===== src/rtl/alu_muldiv_unit.sv =====
// ---------------------------------------------------------------------------
// alu_muldiv_unit
// Execute unit for RV32I ALU ops plus RV32M mul/div/rem behind a
// valid/ready handshake. ALU ops and division corner cases finish in one
// cycle. mul/div run an iterative radix-2 datapath: WIDTH iteration cycles
// plus one sign-fix cycle.
//
// Build option:
//   ALU_MULDIV_EN  defined   -> ops 8-15 executed, out_illegal always 0
//                  undefined -> iterative datapath not built; ops 8-15
//                               complete in one cycle with out_f=0,
//                               out_illegal=1
//
// Ports:
//   clk, rst_n            clock (rising edge), async active-low reset
//   flush                 sync abort: drops in-flight op and held result
//   in_valid/in_ready     request handshake
//   in_op, in_a, in_b     opcode (0..15) and operands (a=rs1, b=rs2)
//   in_tag                opaque tag returned with the result
//   out_valid/out_ready   result handshake
//   out_f, out_tag        result and its tag
//   out_illegal           op not supported in this build
//
// state  | meaning
// -------+------------------------------------------------------------
// IDLE   | no work; ready for a request
// MUL    | shift-add iterations, then sign fix when the counter hits 0
// DIV    | restoring-division iterations, then sign fix at counter 0
// DONE   | result held on out_*; leaves on out_ready (may reload)
// ---------------------------------------------------------------------------
module alu_muldiv_unit #(
   parameter int WIDTH = 32,
   parameter int TAG_W = 5
) (
   input  logic             clk,
   input  logic             rst_n,
   input  logic             flush,
   input  logic             in_valid,
   output logic             in_ready,
   input  logic [3:0]       in_op,
   input  logic [WIDTH-1:0] in_a,
   input  logic [WIDTH-1:0] in_b,
   input  logic [TAG_W-1:0] in_tag,
   output logic             out_valid,
   input  logic             out_ready,
   output logic [WIDTH-1:0] out_f,
   output logic [TAG_W-1:0] out_tag,
   output logic             out_illegal
);

   localparam int SH_W = $clog2(WIDTH);
   localparam logic [WIDTH-1:0] MIN_VAL = {1'b1, {(WIDTH-1){1'b0}}};

   typedef enum logic [1:0] {
      S_IDLE = 2'd0,
      S_MUL  = 2'd1,
      S_DIV  = 2'd2,
      S_DONE = 2'd3
   } state_t;

   state_t           state_q, state_d, start_state;
   logic             accept;
   logic [SH_W-1:0]  shamt;
   logic [WIDTH-1:0] alu_res;
   logic [WIDTH-1:0] quick_res;
   logic             quick_ill;
   logic             res_en;
   logic [WIDTH-1:0] res_q, res_d;
   logic             ill_q, ill_d;
   logic [TAG_W-1:0] tag_q;

   assign accept = in_valid & in_ready;
   assign shamt  = in_b[SH_W-1:0];

   always_comb begin
      alu_res = '0;
      case (in_op[2:0])
         3'd0: alu_res = in_a + in_b;
         3'd1: alu_res = in_a << shamt;
         3'd2: alu_res = $signed(in_a) >>> shamt;
         3'd3: alu_res = in_a - in_b;
         3'd4: alu_res = in_a ^ in_b;
         3'd5: alu_res = in_a >> shamt;
         3'd6: alu_res = in_a | in_b;
         default: alu_res = in_a & in_b;
      endcase
   end

`ifdef ALU_MULDIV_EN
   localparam int CNT_W = $clog2(WIDTH) + 1;

   logic               sgn_a, sgn_b, a_neg, b_neg;
   logic [WIDTH-1:0]   a_mag, b_mag;
   logic               b_zero, div_ovf;
   logic [2*WIDTH-1:0] prod_q, prod_d;
   logic [WIDTH-1:0]   opnd_q;
   logic [CNT_W-1:0]   cnt_q;
   logic               neg_quo_q, neg_rem_q;
   logic [1:0]         op_lo_q;
   logic [WIDTH:0]     add_sum, div_shift;
   logic [WIDTH-1:0]   div_diff;
   logic               div_borrow;
   logic [2*WIDTH-1:0] prod_fix;
   logic [WIDTH-1:0]   quo_fix, rem_fix, fin_res;
   logic               iter_busy;

   // Signedness per op: mulh s*s, mulhsu s*u, mul/mulhu u*u, div/rem signed.
   always_comb begin
      if (in_op[2]) begin
         sgn_a = ~in_op[0];
         sgn_b = ~in_op[0];
      end else begin
         sgn_a = (in_op[1:0] == 2'b01) | (in_op[1:0] == 2'b10);
         sgn_b = (in_op[1:0] == 2'b01);
      end
   end

   // Both datapaths work on magnitudes; the sign is restored in the last cycle.
   assign a_neg   = sgn_a & in_a[WIDTH-1];
   assign b_neg   = sgn_b & in_b[WIDTH-1];
   assign a_mag   = a_neg ? -in_a : in_a;
   assign b_mag   = b_neg ? -in_b : in_b;
   assign b_zero  = (in_b == '0);
   assign div_ovf = ~in_op[0] & (in_a == MIN_VAL) & (in_b == '1);

   assign iter_busy = (state_q == S_MUL) | (state_q == S_DIV);

   // prod_q: MUL = {partial product, remaining multiplier bits}
   //         DIV = {partial remainder, dividend bits becoming quotient}
   always_comb begin
      add_sum    = {1'b0, prod_q[2*WIDTH-1:WIDTH]} + (prod_q[0] ? {1'b0, opnd_q} : '0);
      div_shift  = prod_q[2*WIDTH-1:WIDTH-1];
      div_borrow = div_shift < {1'b0, opnd_q};
      div_diff   = div_shift[WIDTH-1:0] - opnd_q;
      prod_d     = prod_q;
      if (state_q == S_MUL) begin
         prod_d = {add_sum, prod_q[WIDTH-1:1]};
      end else if (state_q == S_DIV) begin
         prod_d = {(div_borrow ? div_shift[WIDTH-1:0] : div_diff),
                   prod_q[WIDTH-2:0], ~div_borrow};
      end
   end

   always_comb begin
      prod_fix = neg_quo_q ? -prod_q : prod_q;
      quo_fix  = neg_quo_q ? -prod_q[WIDTH-1:0] : prod_q[WIDTH-1:0];
      rem_fix  = neg_rem_q ? -prod_q[2*WIDTH-1:WIDTH] : prod_q[2*WIDTH-1:WIDTH];
      if (state_q == S_MUL) begin
         fin_res = (op_lo_q == 2'b00) ? prod_fix[WIDTH-1:0] : prod_fix[2*WIDTH-1:WIDTH];
      end else begin
         fin_res = op_lo_q[1] ? rem_fix : quo_fix;
      end
   end

   always_ff @(posedge clk or negedge rst_n) begin
      if (!rst_n) begin
         prod_q    <= '0;
         opnd_q    <= '0;
         cnt_q     <= '0;
         neg_quo_q <= 1'b0;
         neg_rem_q <= 1'b0;
         op_lo_q   <= 2'b00;
      end else if (accept && (start_state == S_MUL || start_state == S_DIV)) begin
         opnd_q    <= in_op[2] ? b_mag : a_mag;
         prod_q    <= {{WIDTH{1'b0}}, (in_op[2] ? a_mag : b_mag)};
         cnt_q     <= CNT_W'(WIDTH);
         neg_quo_q <= a_neg ^ b_neg;
         neg_rem_q <= a_neg;
         op_lo_q   <= in_op[1:0];
      end else if (iter_busy && cnt_q != '0) begin
         prod_q <= prod_d;
         cnt_q  <= cnt_q - 1'b1;
      end
   end
`endif

   // Start state and single-cycle results for a request being accepted.
   always_comb begin
      start_state = S_DONE;
      quick_res   = alu_res;
      quick_ill   = 1'b0;
      if (in_op[3]) begin
`ifdef ALU_MULDIV_EN
         if (!in_op[2]) begin
            start_state = S_MUL;
         end else if (b_zero) begin
            quick_res = in_op[1] ? in_a : '1;
         end else if (div_ovf) begin
            quick_res = in_op[1] ? '0 : MIN_VAL;
         end else begin
            start_state = S_DIV;
         end
`else
         quick_res = '0;
         quick_ill = 1'b1;
`endif
      end
   end

   always_comb begin
      res_en = 1'b0;
      res_d  = quick_res;
      ill_d  = quick_ill;
      if (accept && start_state == S_DONE) begin
         res_en = 1'b1;
      end
`ifdef ALU_MULDIV_EN
      else if (!flush && iter_busy && cnt_q == '0) begin
         res_en = 1'b1;
         res_d  = fin_res;
         ill_d  = 1'b0;
      end
`endif
   end

   always_ff @(posedge clk or negedge rst_n) begin
      if (!rst_n) begin
         res_q <= '0;
         ill_q <= 1'b0;
         tag_q <= '0;
      end else begin
         if (accept) tag_q <= in_tag;
         if (res_en) begin
            res_q <= res_d;
            ill_q <= ill_d;
         end
      end
   end

   // FSM: state register
   always_ff @(posedge clk or negedge rst_n) begin
      if (!rst_n) state_q <= S_IDLE;
      else        state_q <= state_d;
   end

   // FSM: next state
   always_comb begin
      state_d = state_q;
      case (state_q)
         S_IDLE: if (accept) state_d = start_state;
`ifdef ALU_MULDIV_EN
         S_MUL, S_DIV: if (cnt_q == '0) state_d = S_DONE;
`endif
         S_DONE: if (out_ready) state_d = accept ? start_state : S_IDLE;
         default: state_d = S_IDLE;
      endcase
      if (flush) state_d = S_IDLE;
   end

   // FSM: outputs
   always_comb begin
      out_valid = (state_q == S_DONE);
      in_ready  = ~flush & ((state_q == S_IDLE) | ((state_q == S_DONE) & out_ready));
   end

   assign out_f       = res_q;
   assign out_tag     = tag_q;
   assign out_illegal = ill_q;

endmodule


===== config.mk =====
export PLATFORM = sky130hd
export DESIGN_NAME = alu_muldiv_unit
export DESIGN_NICKNAME = d
export VERILOG_FILES = /design/src/rtl/alu_muldiv_unit.sv
export SDC_FILE = /design/constraint.sdc
export NUM_CORES = 1
export LEC_CHECK = 0
export ABC_AREA = 1
export BUFFER_PORTS_ARGS = -buffer_cell sky130_fd_sc_hd__buf_4
export CORE_MARGIN = 3
export CORE_UTILIZATION = 35
export CTS_BUF_LIST = sky130_fd_sc_hd__clkbuf_4 sky130_fd_sc_hd__clkbuf_8
export DETAILED_ROUTE_END_ITERATION = 12
export SYNTH_ARGS = -nofsm -noshare
export SYNTH_HDL_FRONTEND = slang
export SYNTH_SLANG_ARGS = --single-unit

===== constraint.sdc =====
create_clock -name clk -period 1.61 [get_ports clk]
set_input_delay 0.0805 -clock clk [delete_from_list [all_inputs] [get_ports clk]]
set_output_delay 0.0805 -clock clk [all_outputs]
set_load 0.01 [all_outputs]

==> impl_results.rst, run 1 <==
.. list-table::
   :header-rows: 1

   * - Metric
     - Value
   * - Final WL
     - 57,600 µm
   * - Number of buffers created by CTS
     - 5
   * - Number of pins with negative max-slew slack in the final report
     - 0
   * - Cell-by-cell listing of the critical path
     - buf_8, inv_8, ha_4, nand3_4, nor2_4, nand2_4, nor2_4, a21oi_2, a21oi_2, xor2_1, ha_2, nand2_4, nor2_4, nand2_2, nor2_1, nand2_1, nand3_1, nand2_1, nand3_2, nand3_2, nand2_2, nand2_2
   * - Cell internal power dissipation
     - 4.34 mW
   * - Max cap viols
     - 0
   * - Actual transition at the worst max-transition pin
     - 0.831 ns
   * - Maximum level of the CTS H-tree
     - 2
   * - Cell with the largest stage delay on the worst path
     - sky130_fd_sc_hd__ha_2
   * - Via/cell ratio
     - 5.36
   * - Launch instance of the worst register-to-register path
     - state_q[0]$_DFFE_PN0P_
   * - Critical path peak fanout
     - 4
   * - Count of input and output buffers
     - 117
   * - Cell area after placement
     - 0.0145 mm²
   * - Via count of the first global-routing pass
     - 14.5k
   * - Relative contribution of combinational cells to total power
     - 0.752
   * - Sum Neg Setup Slack
     - -25.25 ns
   * - Residual DRC
     - 0
   * - Total GRT Usage
     - 0.345
   * - Commonest non-fill, non-tap cell in the layout
     - sky130_fd_sc_hd__nand2_1
   * - Floorplan row count
     - 62
   * - Routed Antenna Nets
     - 0
   * - Number of flops mapped to enable cells by yosys
     - 0
   * - Met2 Wirelength
     - 26,500 µm
   * - Path type of the worst setup path
     - input port to flop
   * - Starting utilization of the core area
     - 0.360
   * - R2R Setup Slk
     - -0.04 ns
   * - Worst Path Buf+Inv
     - 2
   * - Slowest stage delay, CP
     - 0.43 ns
   * - Antenna diode count
     - 0
   * - Worst slew slack as a fraction of its limit
     - 0.446
   * - Violations in the final reports
     - negative setup slack
   * - Number of antenna violations at the first check in global routing
     - 0
   * - Finished Cell Area
     - 0.0169 mm²
   * - DRC marker count from the first detailed-route iteration
     - 1,471
   * - Post-synthesis sequential element count
     - 39
   * - Worst-Skew Late Latency
     - 0.31 ns
   * - Post-synthesis cell area
     - 0.0105 mm²
   * - Vias
     - 15.2k
   * - Vertical die dimension
     - 179 µm
   * - Most instantiated flip-flop cell in the synthesis netlist
     - sky130_fd_sc_hd__dfrtp_1
   * - Clock tree root driver cell
     - sky130_fd_sc_hd__clkbuf_8
   * - Met1 routed wirelength after detailed routing
     - 24,000 µm
   * - Max Root-Sink Buffers
     - 2
   * - Global-route congestion overflow total
     - 0
   * - Final Setup Violations
     - 32
   * - Worst setup slack before clock tree synthesis
     - -1.45 ns
   * - Post-DR wirelength/cell
     - 20.3 µm
   * - Uppermost routed layer
     - met4
   * - Avg Cell Area, Syn
     - 5.29 µm²
   * - Final worst setup slack
     - -0.987 ns
   * - Die footprint
     - 0.0320 mm²
   * - Worst clock skew on the final layout
     - 0.0122 ns
   * - Fraction of final layout cells with drive strength greater than 1
     - 0.391
   * - Area of the multi-input gates
     - 0.00994 mm²
   * - Gpl congestion
     - 1.02
   * - Family of cells with the greatest summed delay on the critical path
     - simple AND/OR/NAND/NOR gates
   * - Worst Min Path Start
     - in_tag[2]
   * - Yosys warning count
     - 0
   * - Clock edge transition at the registers on the reported setup and hold paths
     - 0.09 ns
   * - Sequential cell area
     - 976 µm²
   * - Met3 Routed Length
     - 4130 µm
   * - Layout Nets
     - 2,626
   * - Largest net degree at the start of global routing
     - 71
   * - Outcome
     - finished, violations left
   * - Cell total after placement
     - 2,773
   * - Number of standard cells in the layout, taps in and fillers out
     - 2,835
   * - Kind of launch point of the worst setup path
     - input port
   * - First-pass GRT wire length
     - 84,100 µm
   * - Sequential share of power
     - 0.144
   * - Area growth from synthesis to layout
     - 61.3%
   * - Final core utilization
     - 0.581
   * - Launching instance or port of the critical path
     - in_b[0]
   * - Number of nets in the synthesized netlist
     - 2,155
   * - Share of the yosys chip area belonging to registers
     - 0.0932
   * - HPWL after DPL
     - 45,800 µm
   * - Router iterations before antenna repair
     - 6
   * - Die width
     - 179 µm
   * - Clock tree from TritonCTS
     - yes
   * - CORE AREA
     - 0.0291 mm²
   * - Fraction of registers with async set/reset
     - 1.00
   * - Highest ir drop seen on vdd
     - 474 µV
   * - Class of the most critical hold timing path
     - input port to flop
   * - Post-layout minimum cycle time
     - 2.60 ns
   * - Yosys cell types
     - 45
   * - Net load switching power
     - 4.20 mW
   * - Lkg Pwr
     - 9.27 nW
   * - Setup repair after global routing missed its margin
     - true
   * - Power per standard cell area
     - 505 mW/mm²
   * - Switching Fraction
     - 0.491
   * - Total clock sinks
     - 39
   * - Ports
     - 118
   * - Required time reported for the critical path endpoint
     - 1.81 ns
   * - Portion of the clock cycle consumed by the worst path in the final layout
     - 1.61
   * - Layout filler cell count
     - 2,875
   * - Commonest cells after routing, fill and taps aside
     - sky130_fd_sc_hd__nand2_1 (534), sky130_fd_sc_hd__buf_4 (480), sky130_fd_sc_hd__nand3_1 (319)
   * - Arrival time of the worst setup path
     - 2.80 ns
   * - Maximum frequency from static timing analysis
     - 385 MHz
   * - Endpoint kind of the worst setup timing path
     - flop
   * - Power share of the clock group
     - 0.104
   * - Instance count of the mapped netlist
     - 1,979
   * - Final Hold Viols
     - 0
==> power by group through the flow <==
stage | logic [mW] | registers [mW] | clock network [mW]
after CTS | 5.80 | 1.23 | 0.901
after detailed placement | 4.98 | 1.25 | 0
after global placement | 4.96 | 1.24 | 0
after global routing | 6.89 | 1.24 | 0.950
after floorplan | 2.51 | 1.29 | 0
final | 6.42 | 1.23 | 0.885
==> cell type report <==
cell class / count / area share
timing repair buffer: 545 / 0.264
inverter: 237 / 0.0547
tap: 384 / 0.0284
multi-input combinational: 1622 / 0.588
clock inverter: 3 / 0.00274
clock buffer: 5 / 0.00407
sequential: 39 / 0.0578
==> cells in the mapped netlist, drive strengths merged (2+ instances only) <==
master    n  area [µm²]
nand2   709        2710
nand3   358        1810
inv     237         895
nor2    207         830
ha       97        1210
o21ai    63         323
a21oi    59         299
buf      58         349
dfrtp    39         976
xor2     30         263
clkbuf   23        86.3
nand4    17         113
o211ai   17         128
and2     12        75.1
nor3     11        66.3
or2       9        56.3
a211oi    8        60.1
nand3b    7        52.6
mux2      5        56.3
a31oi     4        25.0
o21bai    2        15.0
==> worst register-to-register path: stages (launching register included) <==
cell	delay [ns]
sky130_fd_sc_hd__dfrtp_1	0.40
sky130_fd_sc_hd__nand2_1	0.07
sky130_fd_sc_hd__inv_1	0.05
sky130_fd_sc_hd__nor2_1	0.13
sky130_fd_sc_hd__nand2_1	0.11
sky130_fd_sc_hd__nor2_1	0.13
sky130_fd_sc_hd__inv_1	0.09
sky130_fd_sc_hd__buf_12	0.16
sky130_fd_sc_hd__nor2_1	0.30
sky130_fd_sc_hd__nand2_2	0.10
sky130_fd_sc_hd__nand2_1	0.06
==> per-stage QoR <==
step                      power (mW)  hold slack, ns
after floorplan                 3.80          -0.215
after global placement          6.21          0.0918
after detailed placement        6.23          0.0975
after CTS                       7.93         0.00262
after global routing            9.08         0.00356
final                           8.54          0.0145
==> worst paths after layout <==
kind / endpoint / depth (start not counted)
min in group asynchronous: out_f[26]$_DFFE_PN0P_ / 2
hold / removal: out_tag[2]$_DFFE_PN0P_ / 2
max in group asynchronous: out_f[21]$_DFFE_PN0P_ / 2
setup / recovery: out_f[23]$_DFFE_PN0P_ / 22
setup reg to reg: out_f[20]$_DFFE_PN0P_ / 10
hold reg to reg: out_f[6]$_DFFE_PN0P_ / 2
==> per-layer routing <==
layer | global-route usage | vias to the layer above
met4 | 0.134 | 0
met1 | 0.466 | 7145
li1 | - | 7296
met2 | 0.569 | 643
met5 | 0 | -
met3 | 0.0290 | 108
==> state kept, by name, summed over array words and instances, names as in the netlist <==
signal,flops
state_q,1
out_tag,5
out_illegal,1
out_f,32
==> kinds of logic after synthesis <==
| logic type | synth area share |
|---|---|
| fa+ha+maj | 0.118 |
| xor+xnor | 0.0251 |
| compound gates | 0.0840 |
| mux | 0.00537 |
| simple gates | 0.548 |
| flops | 0.0932 |
| buf+inv | 0.127 |
==> repair_timing <==
action,CTS,global route
hold buffers,3,1
hold endpoints to repair,40,1
pin swaps,174,176
gates cloned,1,0
setup buffers,34,21
endpoints found under the setup margin,32,36
resized for setup,322,182
(Power assumes the default switching activity.)
==> run 2, diff against run 1 <==
--- a/config.mk
+++ b/config.mk
@@ -12,4 +12,5 @@
 export CTS_BUF_LIST = sky130_fd_sc_hd__clkbuf_4 sky130_fd_sc_hd__clkbuf_8
 export DETAILED_ROUTE_END_ITERATION = 12
+export HOLD_SLACK_MARGIN = 0.03
 export SYNTH_ARGS = -nofsm -noshare
 export SYNTH_HDL_FRONTEND = slang
==> constraint.sdc (replaced) <==
create_clock -name clk -period 1.61 [get_ports clk]
set_input_delay 0.0805 -clock clk [delete_from_list [all_inputs] [get_ports clk]]
set_output_delay 0.0805 -clock clk [all_outputs]
set_load 0.02 [all_outputs]
==> run 2 against run 1 <==
The run still ends with negative setup slack left. Die area is the same. Register-to-register slack gained 0.10 ns. Worst hold slack better by 0.15 ns. Largest cell class unchanged. Flip-flop and latch count unchanged. Power rose by 0.92%. Critical path depth rose by 2. Sequential share of layout area up 0.086 points.
==> impl_results.rst, run 2 (synthesis gave the netlist of run 1 again) <==
.. list-table::
   :header-rows: 1

   * - Metric
     - Value
   * - Max cap viols
     - 0 (unchanged)
   * - Arrival time of the worst setup path
     - 2.75 ns (was 2.80 ns)
   * - Most used cell, CP
     - sky130_fd_sc_hd__nand2_1
   * - Commonest non-fill, non-tap cell in the layout
     - sky130_fd_sc_hd__nand2_1 (unchanged)
   * - Net load switching power
     - 4.19 mW (was 4.20 mW)
   * - Cell internal power dissipation
     - 4.43 mW (was 4.34 mW)
   * - Maximum frequency from static timing analysis
     - 392 MHz (was 385 MHz)
   * - Endpoint kind of the worst setup timing path
     - flop (unchanged)
   * - Worst Min Path Start
     - in_op[3] (was in_tag[2])
   * - Launch instance of the worst register-to-register path
     - state_q[0]$_DFFE_PN0P_ (unchanged)
   * - CORE AREA
     - 0.0291 mm² (unchanged)
   * - Routed Antenna Nets
     - 0 (unchanged)
   * - Number of antenna violations at the first check in global routing
     - 1 (was 0)
   * - Power share of the clock group
     - 0.121 (was 0.104)
   * - Global-route congestion overflow total
     - 0 (unchanged)
   * - Via/cell ratio
     - 5.39 (was 5.36)
   * - Launching instance or port of the critical path
     - in_op[0] (was in_b[0])
   * - Relative contribution of combinational cells to total power
     - 0.736 (was 0.752)
   * - HPWL after DPL
     - 44,700 µm (was 45,800 µm)
   * - Largest net degree at the start of global routing
     - 71 (unchanged)
   * - Worst clock skew on the final layout
     - 0.0115 ns (was 0.0122 ns)
   * - Starting utilization of the core area
     - 0.360 (unchanged)
   * - Fraction of final layout cells with drive strength greater than 1
     - 0.378 (was 0.391)
   * - DRC marker count from the first detailed-route iteration
     - 1,471 (unchanged)
   * - Router iterations before antenna repair
     - 5 (was 6)
   * - Family of cells with the greatest summed delay on the critical path
     - simple AND/OR/NAND/NOR gates (unchanged)
   * - Cell-by-cell listing of the critical path
     - buf_8, inv_4, nor3_4, inv_4, buf_12, buf_6, buf_8, nand2_4, xor2_1, inv_1, ha_4, nand2_4, nand2_4, a21oi_4, nand2_4, nand2_1, nand2_2, buf_4, a21oi_2, nand2_1, nand3_2, nand2_1, nand2_1, nand2_1 (was buf_8, inv_8, ha_4, nand3_4, nor2_4, nand2_4, nor2_4, a21oi_2, a21oi_2, xor2_1, ha_2, nand2_4, nor2_4, nand2_2, nor2_1, nand2_1, nand3_1, nand2_1, nand3_2, nand3_2, nand2_2, nand2_2)
   * - Maximum level of the CTS H-tree
     - 2 (unchanged)
   * - Outcome
     - finished, violations left (unchanged)
   * - Cell total after placement
     - 2,772 (was 2,773)
   * - First-pass GRT wire length
     - 81,600 µm (was 84,100 µm)
   * - Slowest stage delay, CP
     - 0.30 ns (was 0.43 ns)
   * - Actual transition at the worst max-transition pin
     - 0.770 ns (was 0.831 ns)
   * - Worst Path Buf+Inv
     - 8 (was 2)
   * - Final worst setup slack
     - -0.939 ns (was -0.987 ns)
   * - Final core utilization
     - 0.572 (was 0.581)
   * - Required time reported for the critical path endpoint
     - 1.81 ns (about the same)
   * - Via count of the first global-routing pass
     - 14.5k (about the same)
   * - Total GRT Usage
     - 0.334 (was 0.345)
   * - Layout Nets
     - 2,617 (was 2,626)
   * - Post-layout minimum cycle time
     - 2.55 ns (was 2.60 ns)
   * - Worst slew slack as a fraction of its limit
     - 0.487 (was 0.446)
   * - Residual DRC
     - 0 (unchanged)
   * - Final Hold Viols
     - 0 (unchanged)
   * - Die footprint
     - 0.0320 mm² (unchanged)
   * - Count of input and output buffers
     - 117 (unchanged)
   * - Ports
     - 118 (unchanged)
   * - Max Root-Sink Buffers
     - 2 (unchanged)
   * - Sequential share of power
     - 0.142 (was 0.144)
   * - Class of the most critical hold timing path
     - input port to flop (unchanged)
   * - Kind of launch point of the worst setup path
     - input port (unchanged)
   * - Layout filler cell count
     - 2,889 (was 2,875)
   * - Switching Fraction
     - 0.486 (was 0.491)
   * - Power per standard cell area
     - 518 mW/mm² (was 505 mW/mm²)
   * - Area growth from synthesis to layout
     - 58.9% (was 61.3%)
   * - Path type of the worst setup path
     - input port to flop (unchanged)
   * - Worst setup slack before clock tree synthesis
     - -1.52 ns (was -1.45 ns)
   * - Highest ir drop seen on vdd
     - 460 µV (was 474 µV)
   * - Die width
     - 179 µm (unchanged)
   * - Antenna diode count
     - 0 (unchanged)
   * - Vertical die dimension
     - 179 µm (unchanged)
   * - Portion of the clock cycle consumed by the worst path in the final layout
     - 1.58 (was 1.61)
   * - Number of standard cells in the layout, taps in and fillers out
     - 2,826 (was 2,835)
   * - Vias
     - 15.2k (about the same)
   * - Setup repair after global routing missed its margin
     - true (unchanged)
   * - Floorplan row count
     - 62 (unchanged)
   * - Gpl congestion
     - 1.04 (was 1.02)
   * - Post-DR wirelength/cell
     - 19.8 µm (was 20.3 µm)
   * - Commonest cells after routing, fill and taps aside
     - sky130_fd_sc_hd__nand2_1 (543), sky130_fd_sc_hd__buf_4 (472), sky130_fd_sc_hd__nand3_1 (312) (was sky130_fd_sc_hd__nand2_1 (534), sky130_fd_sc_hd__buf_4 (480), sky130_fd_sc_hd__nand3_1 (319))
   * - Worst-Skew Late Latency
     - 0.31 ns (about the same)
   * - Violations in the final reports
     - negative setup slack (unchanged)
   * - Max FFs per register
     - 32 (unchanged)
   * - Clock tree from TritonCTS
     - yes (unchanged)
   * - Sum of internal, switching and leakage power
     - 8.62 mW (was 8.54 mW)
   * - Cell with the largest stage delay on the worst path
     - sky130_fd_sc_hd__ha_4 (was sky130_fd_sc_hd__ha_2)
   * - Critical path peak fanout
     - 5 (was 4)
   * - Total clock sinks
     - 39 (unchanged)
   * - Clock tree root driver cell
     - sky130_fd_sc_hd__clkbuf_8 (unchanged)
   * - Clock edge transition at the registers on the reported setup and hold paths
     - 0.09 ns (about the same)
   * - Number of buffers created by CTS
     - 5 (unchanged)
   * - Lkg Pwr
     - 9.14 nW (was 9.27 nW)
   * - Final Setup Violations
     - 32 (unchanged)
   * - Number of pins with negative max-slew slack in the final report
     - 0 (unchanged)
   * - Worst hold slack across all endpoints
     - 0.168 ns (was 0.0145 ns)
   * - Final WL
     - 55,900 µm (was 57,600 µm)
## run 2: final timing paths
| kind | slack (ns) | cells after the start | to |
|---|---|---|---|
| max | -0.94 | 24 | out_f[31]$_DFFE_PN0P_ |
| min | 0.17 | 4 | out_illegal$_DFFE_PN0P_ |
| max reg2reg | 0.06 | 10 | out_f[7]$_DFFE_PN0P_ |
| min reg2reg | 0.49 | 2 | out_f[20]$_DFFE_PN0P_ |
| max in group asynchronous | 0.91 | 2 | out_f[11]$_DFFE_PN0P_ |
| min in group asynchronous | 0.32 | 2 | out_f[7]$_DFFE_PN0P_ |
## run 2: power by group through the flow
| stage | Combinational (mW) | Sequential, mW | Clock (mW) |
|---|---|---|---|
| floorplan | 2.51 | 1.41 | 0 |
| global placement | 5.07 | 1.23 | 0 |
| detailed placement | 5.10 | 1.24 | 0 |
| CTS | 5.77 | 1.22 | 1.04 |
| global route | 6.79 | 1.24 | 1.08 |
| finish | 6.35 | 1.23 | 1.05 |
## run 2: timing repair
action | CTS | global route
hold buffers | 8 | 0
resized for setup | 264 | 177
buffers inserted | 31 | 16
hold endpoints to repair | 45 | 0
pin swaps | 140 | 139
endpoints found under the setup margin | 32 | 32
## run 2: layout make-up
class	instances	area, µm²	share of cell area
inverter	237	927	0.0557
sequential	39	976	0.0586
tap	384	480	0.0289
clock buffer	6	76.3	0.00458
timing repair buffer	536	4390	0.263
multi-input combinational	1622	9750	0.585
clock inverter	2	60.1	0.00361
## run 2: through the flow
| stage | TNS, ns | cell area [µm²] |
|---|---|---|
| floorplan | -25.55 | 10700 |
| global placement | -36.95 | 14500 |
| detailed placement | -37.80 | 14500 |
| CTS | -22.30 | 15900 |
| global route | -29.72 | 16700 |
| finish | -26.20 | 16700 |
## run 2: per-layer routing
| layer | global-route usage | vias to the layer above | part of all wire |
|---|---|---|---|
| met4 | 0.141 | 2 | 0.051 |
| met5 | 0 | - | 0.00021 |
| met1 | 0.444 | 7168 | 0.42 |
| met3 | 0.0347 | 131 | 0.073 |
| met2 | 0.548 | 658 | 0.46 |
| li1 | - | 7276 | - |
## run 2: tightest hold or removal path, cell delays in order
cell and delay, ns:
sky130_fd_sc_hd__buf_4 0.08, sky130_fd_sc_hd__nor2_1 0.04, sky130_fd_sc_hd__buf_4 0.14, sky130_fd_sc_hd__a21oi_1 0.10
